[src/rtl/modelado_seq.sv]
// Sample sequencer: walks the sample memory, drives the Modelado datapath and streams each captured y.
// Define MODELADO_SEQ_CHECKSUM_EN to add a rotate-XOR checksum output over the accepted results.
module modelado_seq #(
  parameter int DATA_W = 32,
  parameter int DEPTH  = 400,
  parameter int ADDR_W = 9,
  parameter int DP_LAT = 2
) (
  input  logic              clk,
  input  logic              rst,
  input  logic              start,
  input  logic              abort,
  input  logic [ADDR_W:0]   n_samples,
  input  logic [DATA_W-1:0] w_cfg,
  output logic [ADDR_W-1:0] mem_addr,
  input  logic [DATA_W-1:0] mem_rdata,
  output logic [DATA_W-1:0] dp_x,
  output logic [DATA_W-1:0] dp_w,
  input  logic [DATA_W-1:0] dp_y,
  output logic              res_valid,
  input  logic              res_ready,
  output logic [DATA_W-1:0] res_data,
  output logic [ADDR_W-1:0] res_index,
  output logic              busy,
  output logic              done
`ifdef MODELADO_SEQ_CHECKSUM_EN
  ,
  output logic [DATA_W-1:0] checksum
`endif
);

  localparam int CNT_W = (DP_LAT > 1) ? $clog2(DP_LAT) : 1;
  localparam logic [CNT_W-1:0] SETTLE_INIT = CNT_W'(DP_LAT - 1);
  localparam logic [ADDR_W:0]  DEPTH_C     = (ADDR_W + 1)'(DEPTH);

  typedef enum logic [2:0] {
    S_IDLE,
    S_READ,
    S_LOAD,
    S_SETTLE,
    S_EMIT,
    S_FIN
  } state_t;

  state_t            state, state_nxt;
  logic [ADDR_W-1:0] idx;
  logic [ADDR_W:0]   count;
  logic [CNT_W-1:0]  settle_cnt;
  logic              run_abort;
  logic              handshake;
  logic              last_sample;

  function automatic logic [ADDR_W:0] clamp_count(input logic [ADDR_W:0] n);
    return (n > DEPTH_C) ? DEPTH_C : n;
  endfunction

  // Abort only matters while a run is in flight; FIN already heads back to IDLE.
  assign run_abort   = abort && (state != S_IDLE) && (state != S_FIN);
  assign handshake   = (state == S_EMIT) && res_valid && res_ready && !run_abort;
  assign last_sample = (({1'b0, idx} + (ADDR_W + 1)'(1)) == count);
  assign busy        = (state != S_IDLE);
  assign done        = (state == S_FIN);

  always_ff @(posedge clk) begin
    if (rst) state <= S_IDLE;
    else     state <= state_nxt;
  end

  always_comb begin
    state_nxt = state;
    case (state)
      S_IDLE:   if (start) state_nxt = (clamp_count(n_samples) == '0) ? S_FIN : S_READ;
      S_READ:   state_nxt = S_LOAD;
      S_LOAD:   state_nxt = S_SETTLE;
      S_SETTLE: if (settle_cnt == '0) state_nxt = S_EMIT;
      S_EMIT:   if (handshake) state_nxt = last_sample ? S_FIN : S_READ;
      S_FIN:    state_nxt = S_IDLE;
      default:  state_nxt = S_IDLE;
    endcase
    if (run_abort) state_nxt = S_FIN;
  end

  always_ff @(posedge clk) begin
    if (rst) begin
      mem_addr   <= '0;
      dp_x       <= '0;
      dp_w       <= '0;
      res_valid  <= 1'b0;
      res_data   <= '0;
      res_index  <= '0;
      idx        <= '0;
      count      <= '0;
      settle_cnt <= '0;
    end else begin
      case (state)
        S_IDLE: begin
          if (start) begin
            count <= clamp_count(n_samples);
            dp_w  <= w_cfg;
            idx   <= '0;
          end
        end
        S_READ: mem_addr <= idx;
        S_LOAD: begin
          dp_x       <= mem_rdata;
          settle_cnt <= SETTLE_INIT;
        end
        S_SETTLE: begin
          if (settle_cnt != '0) begin
            settle_cnt <= settle_cnt - CNT_W'(1);
          end else if (!run_abort) begin
            res_data  <= dp_y;
            res_index <= idx;
            res_valid <= 1'b1;
          end
        end
        S_EMIT: begin
          if (handshake) begin
            res_valid <= 1'b0;
            idx       <= idx + ADDR_W'(1);
          end
        end
        default: ;
      endcase
      // A pending result is dropped on abort, even if the consumer accepts it this cycle.
      if (run_abort) res_valid <= 1'b0;
    end
  end

`ifdef MODELADO_SEQ_CHECKSUM_EN
  always_ff @(posedge clk) begin
    if (rst) begin
      checksum <= '0;
    end else if ((state == S_IDLE) && start) begin
      checksum <= '0;
    end else if (handshake) begin
      checksum <= {checksum[DATA_W-2:0], checksum[DATA_W-1]} ^ res_data;
    end
  end
`endif

endmodule

[config.mk]
export PLATFORM = sky130hd
export DESIGN_NAME = modelado_seq
export DESIGN_NICKNAME = d
export VERILOG_FILES = /design/src/rtl/modelado_seq.sv
export SDC_FILE = /design/constraint.sdc
export NUM_CORES = 1
export LEC_CHECK = 0
export ABC_AREA = 1
export BUFFER_PORTS_ARGS = -buffer_cell sky130_fd_sc_hd__buf_2
export CAP_MARGIN = 0
export CORE_MARGIN = 5
export CORE_UTILIZATION = 34
export DETAILED_ROUTE_END_ITERATION = 10
export HOLD_SLACK_MARGIN = 0.06
export RECOVER_POWER = 25
export SLEW_MARGIN = 30
export SYNTH_ARGS = -nofsm -noshare
export SYNTH_HDL_FRONTEND = slang
export SYNTH_SLANG_ARGS = --single-unit
[constraint.sdc]
create_clock -name clk -period 1.5 [get_ports clk]
set_input_delay 0.15 -clock clk [delete_from_list [all_inputs] [get_ports clk]]
set_output_delay 0.15 -clock clk [all_outputs]
set_load 0.03 [all_outputs]
Yosys cells after proc, flatten, opt, wreduce, memory -nomap -nowiden
Index checks and enable logic that the tools add are counted.
{"block": "classes", "add_sub_neg": 3, "bitwise": 2, "div": 0, "shift": 0, "mul": 0, "n_reduce_logical": 19, "eq_ne": 13, "muxes": 16, "order_cmp": 1}
{"cell": "3-bit 2-to-1 mux", "n": 6}
{"cell": "9-bit 2-to-1 mux", "n": 2}
{"cell": "9-bit case mux with 2 select lines", "n": 1}
{"cell": "3-bit case mux with 5 select lines", "n": 1}
{"cell": "3-bit AND reduction", "n": 5}
{"cell": "3-bit inequality test, second input constant", "n": 4}
{"cell": "9-bit by 1-bit adder with 10-bit output, second input constant", "n": 1}
{"cell": "10-bit == test", "n": 1}
{"cell": "10-bit by 9-bit > comparator with 1-bit output, second input constant", "n": 1}
{"cell": "10-bit logical NOT", "n": 1}
{"cell": "10-bit 2-to-1 mux", "n": 1}
{"cell": "9-bit by 1-bit adder with 9-bit output, second input constant", "n": 1}
{"cell": "3-bit by 2-bit == test with 1-bit output, second input constant", "n": 2}
{"cell": "3-bit == test, second input constant", "n": 2}
{"cell": "2-bit inequality test, second input constant", "n": 3}
{"cell": "2-bit nonzero test", "n": 3}
{"cell": "1-bit logical AND", "n": 5}
{"cell": "1-bit case mux with 2 select lines", "n": 2}
{"cell": "3-bit by 1-bit == test with 1-bit output, second input constant", "n": 1}
{"cell": "3-bit logical NOT", "n": 1}
{"cell": "1-bit 2-to-1 mux", "n": 3}
{"cell": "3-bit nonzero test", "n": 1}
{"cell": "1-bit inverter", "n": 2}
{"cell": "2-bit AND reduction", "n": 1}
{"cell": "other kinds (3)", "n": 3}
{"block": "word_totals", "mem_bits_ro": 0, "register_bits": 138, "ram_bits": 0, "elab_cells": 65, "memories": 0, "in_bits": 111, "latchBits": 0}

Depth between registers and ports, before layout
{"block": "depth", "depth_word": 8, "depth_mapped": 13, "ltp_nobuf": 13}

Least setup slack after synthesis
Ideal clock, no wire load.
{"block": "synth_path", "kind": "flip-flop to flip-flop", "from": "register state[2]", "to": "register res_index[1]", "path_buffers": 1, "arrival_ns": 1.490, "slack_ns": -0.106, "setup_time_ns": 0.116, "path_stages_with_launch": 9, "path_cell_list": "dfxtp_1 > inv_1 > nor3_4 > nor2_2 > nor3_4 > inv_2 > buf_4 > nor2_1 > nor2_1"}
{"block": "synth_between", "elab_chain_len": 5}
{"item": "start, declared", "line_no": "45", "source": "state_t state, state_nxt;"}
{"item": "start signal, assigned", "line_no": "66", "source": "else state <= state_nxt;"}
{"item": "3-bit nonzero test", "line_no": "58", "source": "assign run_abort = abort && (state != S_IDLE) && (state != S_FIN);"}
{"item": "1-bit logical AND (2 in a row)", "line_no": "58"}
{"item": "1-bit inverter (no source line)"}
{"item": "3-bit AND reduction (no source line) *"}
{"item": "end signal, assigned", "line_no": "113", "source": "res_index <= idx;"}
{"item": "end, declared", "line_no": "23", "source": "output logic [ADDR_W-1:0] res_index,"}
Mark *: on every way between the ends. The rest lies on a longest branch, timed or not.
A chain may end at the register's enable or synchronous reset.

Final worst setup path
{"block": "layout_path", "from": "register state[2]", "to": "register res_data[2]"}
{"block": "layout_between", "elab_chain_len": 5}
{"item": "3-bit nonzero test", "line_no": "58"}
{"item": "1-bit logical AND (2 in a row)", "line_no": "58"}
{"item": "1-bit inverter (no source line)"}
{"item": "3-bit AND reduction (no source line) *"}
{"item": "end signal, assigned", "line_no": "112", "source": "res_data <= dp_y;"}
{"item": "end, declared", "line_no": "22", "source": "output logic [DATA_W-1:0] res_data,"}
Marked as above.

==> qor.csv <==
metric,value,unit
Place WS,-0.134,ns
"Clk Latency, worst-skew pair",0.42,ns
Yosys reg bits,138,
crit path capture type,flip-flop,
Starting Density,0.345,
FF/Latch Area,2780,sq um
initial antenna violation count,2,
Max Fclk,617,MHz
status,finished with violations,
WHS Path Cells,3,
fin crit period,1.62,ns
Iteration-0 DRC Markers,343,
Max clock buf depth,2,
Reg2Reg Setup Slack,-0.12,ns
Hold Fails Final Rpt,0,
CP Data Arrival Time,1.93,ns
htree depth,4,
wl on met1,8.26,mm
Tot GR Track Use,0.203,
synthesized net count,849,
Avg Inst Size Synth,7.38,sq um
I/O pin count,228,
failing checks,negative setup slack,
Syn Inst Count,737,
Max VDD drop,0.863,mV
Cell variety after synth,29,
post-synthesis sequential area ratio,0.508,
dpl hpwl,12.1,mm
chip height,136,microns
max-slew violation count,0,
multi-input logic area,2640,sq um
leakage power,4.38,nW
CTS tree,built,
crit path max fanout,8,
DRC,0,
RD Place Congestion,0.838,
RSZ-0062 raised after global routing,yes,
vias per cell,4.74,
Final Non-Filler Cells,1344,
"most common cell after layout, fill and taps aside",buf_2,
"commonest cells after routing, fill and taps aside","185 x buf_2, 182 x nor2_1, 131 x dfxtp_1",
Core ar.,15800,sq um
top routing layer used,met5,
proportion of layout cells with a drive suffix above 1,0.357,
# setup viols final,70,
Synth Cell Area,5440,sq um
Nets,1226,
Die X,136,microns
final hold slack,0.0616,ns
Max-slew headroom,0.552,
Final WS setup,-0.121,ns
PortBufs,227,
Rows,46,
vias in the first global route,6174,
Hold Path Class,input port to flip-flop,
CP startpoint kind,flip-flop,
CTS Sinks,138,
CTS Buf Count,17,
first-pass GRT wire length,30.0,mm
Routed Wire Length,20.3,mm
Setup Crit Path Kind,flip-flop to flip-flop,
Fill cells,1422,
average wire per standard cell,15.1,microns
Worst-path clk slew,0.07,ns
Placed Cells,1188,
pwr/cell area,1500,nW/um^2
Layout area overhead,74.6,%
GR Overflow Total,0,
Yosys warnings,0,
Worst Path Required,1.81,ns
largest net degree at the start of global routing,73,
WL met2,9.99,mm
Root Buffer,clkbuf_16,
via count,6368,
met3 WL,1.35,mm
Least-Margin Pin Slew,0.671,ns
post-route ant nets,0,
Die Area,18600,sq um
R2R depth,9,
Final period util,1.08,
drt first pass iters,5,
number of max-cap violations,0,
Worst Clk Skew,0.00863,ns
sequential cells by signal, summed over array words and instances (netlist names):
register / flops
idx: 9
res_index: 9
res_valid: 1
state: 3
dp_w: 32
res_data: 32
settle_cnt: 1
count: 10
mem_addr: 9
dp_x: 32
kinds of logic (layout without fill, tap and decap cells):
group                      Yosys count  in the layout  synth area share
DFF                                138            138             0.508
adders and majority gates            1              1           0.00230
and+or+nand+nor                    332            333             0.255
AOI/OAI and AO/OA                  167            167             0.159
other                                0              1                 0
buffers and inverters               99            488            0.0764
worst max-delay path, stage by stage, from the launching register on:
cell and delay [ns]:
dfxtp_4 0.41, inv_4 0.06, nor3_4 0.22, nor2_2 0.08, nor3_4 0.21, buf_12 0.16
inv_4 0.06, clkbuf_16 0.16, nor2_1 0.09, nor2_1 0.05
per-stage QoR:
step / cell area [sq um] / util / TNS (ns) / power [mW]
2_1_floorplan: 5470 / - / -2.84 / 7.19
3_3_place_gp: 7100 / 0.450 / -5.79 / 8.54
3_5_place_dp: 7100 / 0.450 / -7.38 / 8.55
4_1_cts: 8940 / 0.567 / -1.14 / 13.6
5_1_grt: 9490 / 0.602 / -10.76 / 14.9
6_report: 9490 / 0.602 / -4.57 / 14.2
layer usage:
layer,track usage,vias to the layer above
met2,0.339,230
met3,0.0662,57
met1,0.237,2928
met5,0,-
li1,-,3151
met4,0.0901,2
synthesized netlist by cell type:
master / count / area (sq um)
inv_2: 6 / 22.5
nand2_2: 3 / 18.8
a211oi_1: 6 / 45.0
nand3b_1: 2 / 15.0
nand3_1: 34 / 170
inv_1: 51 / 191
nor2_2: 4 / 25.0
buf_6: 2 / 22.5
nor3b_1: 1 / 7.51
o211ai_1: 3 / 22.5
o21ai_0: 116 / 581
nor3_4: 2 / 32.5
nand2_1: 64 / 240
buf_4: 5 / 37.5
clkinv_1: 1 / 3.75
nor3_1: 2 / 10.0
or2_2: 1 / 6.26
clkbuf_2: 3 / 15.0
a31oi_1: 3 / 18.8
dfxtp_1: 138 / 2760
nor3_2: 1 / 10.0
nor2_4: 2 / 22.5
ha_1: 1 / 12.5
buf_2: 5 / 25.0
o21ai_1: 3 / 15.0
nand4_1: 6 / 37.5
nor2_1: 210 / 788
a21oi_1: 36 / 180
clkbuf_1: 26 / 97.6
power breakdown:
group / internal (mW) / switching, mW
Sequential: 4.33 / 0.371
Clock: 2.82 / 1.75
Combinational: 1.84 / 3.10
Total: 8.99 / 5.23
final timing paths:
check                from          end
min reg2reg   mem_addr[6]  mem_addr[6]
min          n_samples[1]     count[1]
max reg2reg      state[2]  res_data[2]
max              state[2]  res_data[2]
cell type report:
class / count / area share
clock inverters: 15 / 0.0223
well taps: 216 / 0.0285
diodes: 1 / 0.000264
inverters: 58 / 0.0257
flip-flops and latches: 138 / 0.293
repair inverters: 1 / 0.000791
multi-input cells: 501 / 0.278
repair buffers: 397 / 0.307
clock buffers: 17 / 0.0448
repair_timing:
action                     4_1_cts  5_1_grt
hold buffers                   100        0
setup endpoints to repair       89      123
hold endpoints to repair        99        0
resized for setup               44      131
cloned                           2       10
pin swaps                        6       43
buffers inserted                 4        8
Note: power is estimated with default switching activity, not from simulation.
